[config.mk]
export PLATFORM = sky130hd
export DESIGN_NAME = dcache_miss_ctrl_flat
export DESIGN_NICKNAME = d
export VERILOG_FILES = /design/src/rtl/cpu_types_pkg.sv /design/src/rtl/dcache_miss_ctrl_if.sv /design/src/rtl/dcache_xfer_seq.sv /design/src/rtl/dcache_miss_ctrl.sv /design/src/flat_wrapper.sv
export SDC_FILE = /design/constraint.sdc
export NUM_CORES = 1
export LEC_CHECK = 0
export CAP_MARGIN = 20
export CORE_MARGIN = 3
export CORE_UTILIZATION = 45
export CTS_CLUSTER_DIAMETER = 40
export DETAILED_ROUTE_END_ITERATION = 6
export GPL_TIMING_DRIVEN = 1
export PLACE_DENSITY = 0.83
export SLEW_MARGIN = 5
export SYNTH_ARGS = -nofsm -noshare
export SYNTH_HDL_FRONTEND = slang
export SYNTH_SLANG_ARGS = --single-unit
[constraint.sdc]
create_clock -name CLK -period 13 [get_ports CLK]
set_clock_uncertainty 0.1 [all_clocks]
set_input_delay 3.25 -clock CLK [delete_from_list [all_inputs] [get_ports CLK]]
set_output_delay 3.25 -clock CLK [all_outputs]
set_load 0.01 [all_outputs]
[src/rtl/cpu_types_pkg.sv]
// Shared types and sizing for the data-cache miss controller.
// Holds the cache geometry (sets, ways, words per block), the derived index widths,
// the 32-bit word type used for every address port, the controller state encoding
// and the RAM strobe pair produced by the transfer sequencer.
package cpu_types_pkg;

    // Cache geometry; all three must be powers of two, DBLKWORDS >= 2.
    localparam int unsigned DSETS     = 8;
    localparam int unsigned DWAYS     = 2;
    localparam int unsigned DBLKWORDS = 2;

    // Word index inside a block, and frame index across the whole store.
    localparam int unsigned DWORD_W  = $clog2(DBLKWORDS);
    localparam int unsigned DFRAME_W = $clog2(DSETS * DWAYS);

    typedef logic [31:0] word_t;

    typedef enum logic [2:0] {
        StIdle,
        StWb,
        StLoad,
        StCommit,
        StFlChk,
        StFlWb,
        StFlClr,
        StHalted
    } dcache_state_t;

    typedef struct packed {
        logic ren;
        logic wen;
    } ram_strobe_t;

endpackage

[src/rtl/dcache_miss_ctrl_if.sv]
// Bundle of the datapath request lines, data-store status/control and the RAM port
// around the miss controller.
// master: the controller (drives RAM strobes, fill/flush controls, dhit, flushed).
// slave : the surrounding datapath, data store and memory arbiter.
interface dcache_miss_ctrl_if;
    import cpu_types_pkg::*;

    // Datapath
    logic                halt;
    logic                dmemREN;
    logic                dmemWEN;
    word_t               dmemaddr;
    logic                dhit;
    logic                flushed;
    // Data store status
    logic                hit;
    logic                victim_dirty;
    word_t               victim_addr;
    logic                flush_dirty;
    word_t               flush_addr;
    // Data store control
    logic [DWORD_W-1:0]  word_sel;
    logic                fill_en;
    logic                fill_done;
    logic [DFRAME_W-1:0] flush_idx;
    logic                flush_clr;
    // RAM / arbiter
    logic                dwait;
    logic                ramREN;
    logic                ramWEN;
    word_t               ramaddr;

    modport master (
        input  halt, dmemREN, dmemWEN, dmemaddr, hit, victim_dirty, victim_addr,
               flush_dirty, flush_addr, dwait,
        output ramREN, ramWEN, ramaddr, word_sel, fill_en, fill_done, flush_idx,
               flush_clr, dhit, flushed
    );

    modport slave (
        output halt, dmemREN, dmemWEN, dmemaddr, hit, victim_dirty, victim_addr,
               flush_dirty, flush_addr, dwait,
        input  ramREN, ramWEN, ramaddr, word_sel, fill_en, fill_done, flush_idx,
               flush_clr, dhit, flushed
    );

endinterface

[src/rtl/dcache_xfer_seq.sv]
// Block transfer engine shared by victim writeback, block fetch and flush writeback.
// Ports:
//   CLK, RST  clock, asynchronous active-high reset
//   start     begin a block transfer at word 0 (overrides any transfer in progress)
//   is_read   direction for the transfer being started (1 = RAM read)
//   base      block base address, sampled every cycle while busy
//   dwait     RAM busy; a word completes in a cycle with dwait=0
//   ramaddr   base + 4*word while busy, else 0
//   strobe    ren/wen pair, at most one set, held while dwait=1
//   word_sel  current word index
//   done      last word completes this cycle
module dcache_xfer_seq
    import cpu_types_pkg::*;
(
    input  logic               CLK,
    input  logic               RST,
    input  logic               start,
    input  logic               is_read,
    input  word_t              base,
    input  logic               dwait,
    output word_t              ramaddr,
    output ram_strobe_t        strobe,
    output logic [DWORD_W-1:0] word_sel,
    output logic               done
);

    logic               busy_q;
    logic               read_q;
    logic [DWORD_W-1:0] word_q;
    logic               last;

    assign last = (word_q == DWORD_W'(DBLKWORDS - 1));

    always_ff @(posedge CLK or posedge RST) begin
        if (RST) begin
            busy_q <= 1'b0;
            read_q <= 1'b0;
            word_q <= '0;
        end else if (start) begin
            busy_q <= 1'b1;
            read_q <= is_read;
            word_q <= '0;
        end else if (busy_q && !dwait) begin
            // Counter wraps to 0 after the last word, ready for the next block.
            word_q <= word_q + 1'b1;
            if (last) begin
                busy_q <= 1'b0;
            end
        end
    end

    always_comb begin
        strobe.ren = busy_q & read_q;
        strobe.wen = busy_q & ~read_q;
        ramaddr    = '0;
        if (busy_q) begin
            // Base is block aligned, so the offset never carries into the tag bits.
            ramaddr = base + {{(30 - DWORD_W){1'b0}}, word_q, 2'b00};
        end
    end

    assign word_sel = word_q;
    assign done     = busy_q & ~dwait & last;

endmodule

[src/rtl/dcache_miss_ctrl.sv]
// Data-cache miss sequencer. On a miss it writes back a dirty victim, fetches the
// requested block word by word and commits it; on halt it walks every frame, writes
// back each dirty one and then reports flushed until reset.
// Ports:
//   CLK, RST  clock, asynchronous active-high reset
//   bus       dcache_miss_ctrl_if.master: datapath requests, store status/control,
//             RAM strobes and address
module dcache_miss_ctrl
    import cpu_types_pkg::*;
(
    input logic                CLK,
    input logic                RST,
    dcache_miss_ctrl_if.master bus
);

    dcache_state_t       state_q, state_d;
    logic [DFRAME_W-1:0] flush_idx_q, flush_idx_d;
    word_t               victim_q, victim_d;

    logic               xfer_start;
    logic               xfer_read;
    logic               xfer_done;
    word_t              xfer_base;
    word_t              xfer_addr;
    ram_strobe_t        xfer_strobe;
    logic [DWORD_W-1:0] xfer_word;
    word_t              load_base;
    logic               req;
    logic               unused_addr_bits;

    assign req       = bus.dmemREN | bus.dmemWEN;
    assign load_base = {bus.dmemaddr[31:2+DWORD_W], {DWORD_W{1'b0}}, 2'b00};
    // Word offset and byte bits are replaced by the counter; kept only for lint.
    assign unused_addr_bits = ^bus.dmemaddr[DWORD_W+1:0];

    dcache_xfer_seq u_xfer (
        .CLK      (CLK),
        .RST      (RST),
        .start    (xfer_start),
        .is_read  (xfer_read),
        .base     (xfer_base),
        .dwait    (bus.dwait),
        .ramaddr  (xfer_addr),
        .strobe   (xfer_strobe),
        .word_sel (xfer_word),
        .done     (xfer_done)
    );

    always_ff @(posedge CLK or posedge RST) begin
        if (RST) begin
            state_q     <= StIdle;
            flush_idx_q <= '0;
            victim_q    <= '0;
        end else begin
            state_q     <= state_d;
            flush_idx_q <= flush_idx_d;
            victim_q    <= victim_d;
        end
    end

    always_comb begin
        state_d       = state_q;
        flush_idx_d   = flush_idx_q;
        victim_d      = victim_q;
        xfer_start    = 1'b0;
        xfer_read     = 1'b0;
        bus.fill_done = 1'b0;
        bus.flush_clr = 1'b0;

        unique case (state_q)
            StIdle: begin
                if (bus.halt) begin
                    state_d     = StFlChk;
                    flush_idx_d = '0;
                end else if (req && !bus.hit) begin
                    xfer_start = 1'b1;
                    // Freeze the victim so later store updates cannot move the writeback.
                    victim_d   = bus.victim_addr;
                    if (bus.victim_dirty) begin
                        state_d = StWb;
                    end else begin
                        state_d   = StLoad;
                        xfer_read = 1'b1;
                    end
                end
            end
            StWb: begin
                if (xfer_done) begin
                    state_d    = StLoad;
                    xfer_start = 1'b1;
                    xfer_read  = 1'b1;
                end
            end
            StLoad: begin
                if (xfer_done) begin
                    state_d = StCommit;
                end
            end
            StCommit: begin
                bus.fill_done = 1'b1;
                state_d       = StIdle;
            end
            StFlChk: begin
                if (bus.flush_dirty) begin
                    state_d    = StFlWb;
                    xfer_start = 1'b1;
                end else if (flush_idx_q == DFRAME_W'(DSETS * DWAYS - 1)) begin
                    state_d = StHalted;
                end else begin
                    flush_idx_d = flush_idx_q + 1'b1;
                end
            end
            StFlWb: begin
                if (xfer_done) begin
                    state_d = StFlClr;
                end
            end
            StFlClr: begin
                bus.flush_clr = 1'b1;
                if (flush_idx_q == DFRAME_W'(DSETS * DWAYS - 1)) begin
                    state_d = StHalted;
                end else begin
                    state_d     = StFlChk;
                    flush_idx_d = flush_idx_q + 1'b1;
                end
            end
            StHalted: begin
                state_d = StHalted;
            end
            default: begin
                state_d = StIdle;
            end
        endcase
    end

    always_comb begin
        case (state_q)
            StWb:    xfer_base = victim_q;
            StLoad:  xfer_base = load_base;
            StFlWb:  xfer_base = bus.flush_addr;
            default: xfer_base = '0;
        endcase
    end

    assign bus.ramREN    = xfer_strobe.ren;
    assign bus.ramWEN    = xfer_strobe.wen;
    assign bus.ramaddr   = xfer_addr;
    assign bus.word_sel  = xfer_word;
    assign bus.fill_en   = (state_q == StLoad) & xfer_strobe.ren & ~bus.dwait;
    assign bus.flush_idx = flush_idx_q;
    assign bus.dhit      = bus.hit & (state_q == StIdle) & req;
    assign bus.flushed   = (state_q == StHalted);

endmodule
[src/flat_wrapper.sv]
// flat-port wrapper written by rule: the top's interface ports become plain ports
module dcache_miss_ctrl_flat import cpu_types_pkg::*;
  (CLK, RST, bus_halt, bus_dmemREN, bus_dmemWEN, bus_dmemaddr, bus_hit, bus_victim_dirty, bus_victim_addr, bus_flush_dirty, bus_flush_addr, bus_dwait, bus_ramREN, bus_ramWEN, bus_ramaddr, bus_word_sel, bus_fill_en, bus_fill_done, bus_flush_idx, bus_flush_clr, bus_dhit, bus_flushed);
  dcache_miss_ctrl_if bus_i ();
  input logic CLK;
  input logic RST;
  input wire logic [$bits(bus_i.halt)-1:0] bus_halt;
  input wire logic [$bits(bus_i.dmemREN)-1:0] bus_dmemREN;
  input wire logic [$bits(bus_i.dmemWEN)-1:0] bus_dmemWEN;
  input wire logic [$bits(bus_i.dmemaddr)-1:0] bus_dmemaddr;
  input wire logic [$bits(bus_i.hit)-1:0] bus_hit;
  input wire logic [$bits(bus_i.victim_dirty)-1:0] bus_victim_dirty;
  input wire logic [$bits(bus_i.victim_addr)-1:0] bus_victim_addr;
  input wire logic [$bits(bus_i.flush_dirty)-1:0] bus_flush_dirty;
  input wire logic [$bits(bus_i.flush_addr)-1:0] bus_flush_addr;
  input wire logic [$bits(bus_i.dwait)-1:0] bus_dwait;
  output wire logic [$bits(bus_i.ramREN)-1:0] bus_ramREN;
  output wire logic [$bits(bus_i.ramWEN)-1:0] bus_ramWEN;
  output wire logic [$bits(bus_i.ramaddr)-1:0] bus_ramaddr;
  output wire logic [$bits(bus_i.word_sel)-1:0] bus_word_sel;
  output wire logic [$bits(bus_i.fill_en)-1:0] bus_fill_en;
  output wire logic [$bits(bus_i.fill_done)-1:0] bus_fill_done;
  output wire logic [$bits(bus_i.flush_idx)-1:0] bus_flush_idx;
  output wire logic [$bits(bus_i.flush_clr)-1:0] bus_flush_clr;
  output wire logic [$bits(bus_i.dhit)-1:0] bus_dhit;
  output wire logic [$bits(bus_i.flushed)-1:0] bus_flushed;
  assign bus_i.halt = bus_halt;
  assign bus_i.dmemREN = bus_dmemREN;
  assign bus_i.dmemWEN = bus_dmemWEN;
  assign bus_i.dmemaddr = bus_dmemaddr;
  assign bus_i.hit = bus_hit;
  assign bus_i.victim_dirty = bus_victim_dirty;
  assign bus_i.victim_addr = bus_victim_addr;
  assign bus_i.flush_dirty = bus_flush_dirty;
  assign bus_i.flush_addr = bus_flush_addr;
  assign bus_i.dwait = bus_dwait;
  assign bus_ramREN = bus_i.ramREN;
  assign bus_ramWEN = bus_i.ramWEN;
  assign bus_ramaddr = bus_i.ramaddr;
  assign bus_word_sel = bus_i.word_sel;
  assign bus_fill_en = bus_i.fill_en;
  assign bus_fill_done = bus_i.fill_done;
  assign bus_flush_idx = bus_i.flush_idx;
  assign bus_flush_clr = bus_i.flush_clr;
  assign bus_dhit = bus_i.dhit;
  assign bus_flushed = bus_i.flushed;
  dcache_miss_ctrl u_core (.CLK(CLK), .RST(RST), .bus(bus_i));
endmodule
# Yosys cells after proc, flatten, opt, wreduce, memory -nomap -nowiden
# Index checks and enable logic that the tools add are counted.
dict set report op_classes {
  add_sub_neg 3
  eq_ne 15
  n_mux 32
  bitwise_logic 12
  reduce_logical 12
}
# operator count
set ops {}
lappend ops {{$pmux W32 S3} 1}
lappend ops {{$add A32 B3 Y32} 1}
lappend ops {{$mux W32} 1}
lappend ops {{$pmux W3 S8} 1}
lappend ops {{$mux W3} 7}
lappend ops {{$mux W1} 14}
lappend ops {{$eq A3 B3 Y1 const B} 4}
lappend ops {{$mux W4} 3}
lappend ops {{$pmux W4 S3} 1}
lappend ops {{$ne A2 B2 Y1 const B} 5}
lappend ops {{$and A1 B1 Y1} 8}
lappend ops {{$eq A3 B2 Y1 const B} 2}
lappend ops {{$ne A3 B2 Y1 const B} 2}
lappend ops {{$reduce_and A3 Y1} 2}
lappend ops {{$reduce_and A5 Y1} 1}
lappend ops {{$add A4 B1 Y4 const B} 1}
lappend ops {{$eq A4 B4 Y1 const B} 1}
lappend ops {{$mux W2} 2}
lappend ops {{$reduce_bool A2 Y1} 2}
lappend ops {{$eq A3 B1 Y1 const B} 1}
lappend ops {{$logic_not A3 Y1} 1}
lappend ops {{$not A1 Y1} 3}
lappend ops {{$pmux W1 S3} 1}
lappend ops {{$reduce_bool A3 Y1} 1}
lappend ops {{6 further kinds} 8}
dict set report word_totals {
  regBits 42
  in_bits 105
  output_inout_bits 44
  wordCells 80
}

# Depth between registers and ports, before layout
dict set report depth {
  depth_word 7
  depth_mapped 14
}

# Cells and area by module
# A second synthesis with hierarchy kept.
dict set report hier_totals {
  hier_cells 383
  area_unflattened_um2 3409.5
}
# module n_inst cells_per_inst area_each_um2 seq_area_each_um2
set modules_own_cells {}
lappend modules_own_cells {dcache_miss_ctrl 1 238 2467.4 975.9}
lappend modules_own_cells {dcache_xfer_seq 1 145 942.2 75.1}

# Worst setup path after synthesis
# No wires, ideal clock.
dict set report synth_timing {
  kind {in2out}
  start {input bus_dmemaddr[23]}
  end {output bus_ramaddr[30]}
  arrival_time_ns 5.208
  slack_ns 4.442
  path_stages 6
  cell_sequence {and4bb_1 -> a211oi_1 -> or4_4 -> or3_4 -> or4_1 -> a21oi_1}
}
dict set report synth_via {
  elab_chain_cells 3
}
# element line
set synth_rtl {}
lappend synth_rtl {{from (decl)} flat_wrapper.sv:10} ;# input wire logic [$bits(bus_i.dmemaddr)-1:0] bus_dmemaddr;
lappend synth_rtl {{$pmux W32 S3} dcache_miss_ctrl.sv:137} ;# case (state_q)
lappend synth_rtl {{$add A32 B3 Y32} dcache_xfer_seq.sv:58} ;# ramaddr = base + {{(30 - DWORD_W){1'b0}}, word_q, 2'b00};
lappend synth_rtl {{$mux W32} dcache_xfer_seq.sv:56} ;# if (busy_q) begin
lappend synth_rtl {{to (decl)} flat_wrapper.sv:19} ;# output wire logic [$bits(bus_i.ramaddr)-1:0] bus_ramaddr;
# Every way passes these cells.

# Worst setup path after layout
dict set report layout_timing {
  start {input bus_dmemaddr[3]}
  end {output bus_ramaddr[30]}
}
# Same word-level chain as after synthesis.

==> impl_results.md <==
* Status: complete, no violations
* Final Critical Period at 9940 ps
* Worst setup EP type: primary output
* Fillers at 638
* Die Y-Extent at 95.9 um
* Final Cycle Share at 0.764
* Top cell type's share of synthesized area at 0.289
* WHS Path Cells at 1
* Final Core Density at 0.669
* Peak VDD IR at 0.110 mV
* Final worst-path setup slack at 3060 ps
* CTS Hold Bufs at 0
* Final hold vios at 0
* Pre-CTS worst setup slack at 3120 ps
* Worst hold path type: reg -> reg
* Library cells used by synthesis at 64
* Cts repair resizes at 0
* Seq/Total Area, Yosys at 0.289
* Leakage power at 1.96 nW
* Multi-input logic area at 2390 sq um
* Clock slew at reported path FFs at 80 ps
* WP data arrival at 6590 ps
* First-pass GRT wire length at 17700 um
* GPL Wtd Cong at 0.895
* Total CTS buffers at 5
* Vias in the first global route at 3577
* Synth warn at 0
* Logic gate share of total power at 0.596
* Setup bufs post-CTS at 0
* Max Cap Viol at 0
* Setup violators final at 0
* Cells taking the most area after synthesis: dfrtp_1 (29%), mux2_2 (9.9%), and4bb_2 (5.9%)
* CP Cell Sequence: clkdlybuf4s50_1 -> nor4bb_1 -> a221o_1 -> ha_1 -> inv_1 -> nor3_4 -> nand4_1 -> or4_1 -> a21oi_1 -> clkdlybuf4s50_1
* Chip width at 95.9 um
* Inserted Diodes at 0
* Worst path depth at 10
* Layout cells sized above 1 at 0.149
* Pwr dens at 168 nW/um^2
* Final Non-Filler Cells at 613
* Post-synth top area cell: dfrtp_1
* 1st-pass router iterations at 5
* IO buf count at 145
* Switching power at 0.000361 W
* Critical path's top delay family: simple AND/OR/NAND/NOR gates
* Sequential cell area at 1050 sq um
* Final Power at 0.000876 W
* CTS H-tree depth at 2
* Syn Area/Cell at 9.44 sq um
* Setup crit start kind: primary input
* Fmax at 0.101 GHz
* Commonest non-fill, non-tap cell in the layout: clkdlybuf4s50_1
* Initial Util at 0.468
* Unrepaired setup endpoints after global routing: false
* Vias at 3694
* Commonest cells after routing, fill and taps aside: clkdlybuf4s50_1 (145), dfrtp_1 (41), mux2_2 (32), nor2_1 (29), nor3_1 (20)
* Slew HR at 0.320
* Buf/Inv on CP at 3
* Critical Path RT at 9650 ps
* Final #Nets at 618
* Largest net degree at the start of global routing at 67
* Number of enable flip-flop cells after synthesis at 0
* Core area at 7770 sq um
* Mapped Nets at 493
* Slew @ Worst Pin at 1010 ps
* Total wire length at 11200 um
* Busiest grt layer: met2
* Root Buffer: clkbuf_8
* Reg2Reg Depth at 5
* DP Cell Count at 605
* Remaining Overflow, GRT at 0
* Ys flop type: dfrtp_1
* Yosys reg bits at 42
* Sw frac at 0.412
* DR DRC count at 0
* Mapped Area at 3630 sq um
* Max clock buf depth at 2
* Largest stage delay on the critical path at 610 ps
* M3 GR Usage at 0.0399
* Row count at 32
* Routed len/inst at 18.3 um
* Total GRT Usage at 0.244
* Slowest CP cell: or4_1
* Detail Route Antenna Nets at 0
* FFs w/ async S/R, synth at 1.00
* Clk pwr share at 0.121
* Worst-path fanout max at 10
* DR iter-0 viols at 301
* Critical path class: in -> out
* Initial antenna violation count at 0
* Reg power frac at 0.283
* CTS tree: done
* Layout overhead on the synthesized area at 43.0%
* I/O pins at 149
* Die area at 9190 sq um
* Internal power at 0.000514 W
* CTS Sinks at 42
* Routing usage on met2 at 0.397
* Critical Path Most Common Cell: clkdlybuf4s50_1
* Number of standard cells after synthesis at 385
* Clock Latency Late Sink at 290 ps
* Max-slew violations at 0
* Post-DP HPWL at 8290 um
* Via density per instance at 6.03
* Met1 GRT Util at 0.330
* Final setup TNS at 0 ps
[power groups by stage]
stage / Clock (W) / Sequential, W / Combinational (W)
floorplan: 0 / 0.000226 / 0.000367
global placement: 0 / 0.000244 / 0.000509
detailed placement: 0 / 0.000249 / 0.000520
CTS: 0.000106 / 0.000247 / 0.000522
global route: 0.000113 / 0.000258 / 0.000568
finish: 0.000106 / 0.000248 / 0.000522
[per-stage QoR]
step	instance area, sq um	hold slack [ps]
floorplan	3630	372
global placement	5090	382
detailed placement	5090	387
CTS	5200	405
global route	5200	420
finish	5200	404
[synth_stat cells (all sizes together) (9+ instances only)]
cell / count
nand4: 9
mux2: 32
a21oi: 9
nor2b: 12
o21ai: 10
a211oi: 17
nand2: 10
and2: 11
xnor2: 10
nor4bb: 19
clkbuf: 14
nor4: 11
buf: 19
dfrtp: 42
nor3: 21
nor2: 30
and4bb: 20
[flip-flops by register name, summed over array words and instances, names as in the netlist]
signal	flops
u_core.victim_q	32
u_core.bus.flush_idx	4
u_core.state_q	3
u_core.u_xfer.busy_q	1
u_core.u_xfer.read_q	1
u_core.u_xfer.word_sel	1
[cell type report]
cell class	instances	area share
repair buffers	151	0.288
clock inverters	2	0.00722
flip-flops and latches	42	0.202
well taps	102	0.0246
multi-input cells	304	0.460
clock buffers	6	0.0140
inverters	6	0.00433
[worst paths after layout]
kind                                      from                   to  slack (ps)
setup / recovery               bus_dmemaddr[3]      bus_ramaddr[30]        3060
hold reg to reg            u_core.victim_q[13]  u_core.victim_q[13]         400
max in group asynchronous                  RST    u_core.state_q[2]        8820
min in group asynchronous                  RST   u_core.victim_q[8]        3370
hold / removal             u_core.victim_q[13]  u_core.victim_q[13]         400
setup reg to reg             u_core.state_q[2]   u_core.victim_q[3]       10240
[kinds of logic (layout without fill, tap and decap cells)]
kind of cell / after synthesis / count (layout) / synth area share
multiplexers: 36 / 36 / 0.110
AO/OA/AOI/OAI: 75 / 75 / 0.154
flip-flops: 42 / 42 / 0.289
adder cells (fa/ha/maj): 3 / 3 / 0.0103
AND/OR/NAND/NOR: 177 / 177 / 0.349
XOR/XNOR: 13 / 13 / 0.0313
buffers and inverters: 39 / 165 / 0.0561
[metal layers]
layer  vias to the layer above  routed length [um]
met3                        16                 834
li1                       1737                   -
met5                         -                   0
met4                         0                 242
met2                       148                5470
met1                      1793                4680
Note: power is estimated with default switching activity, not from simulation.
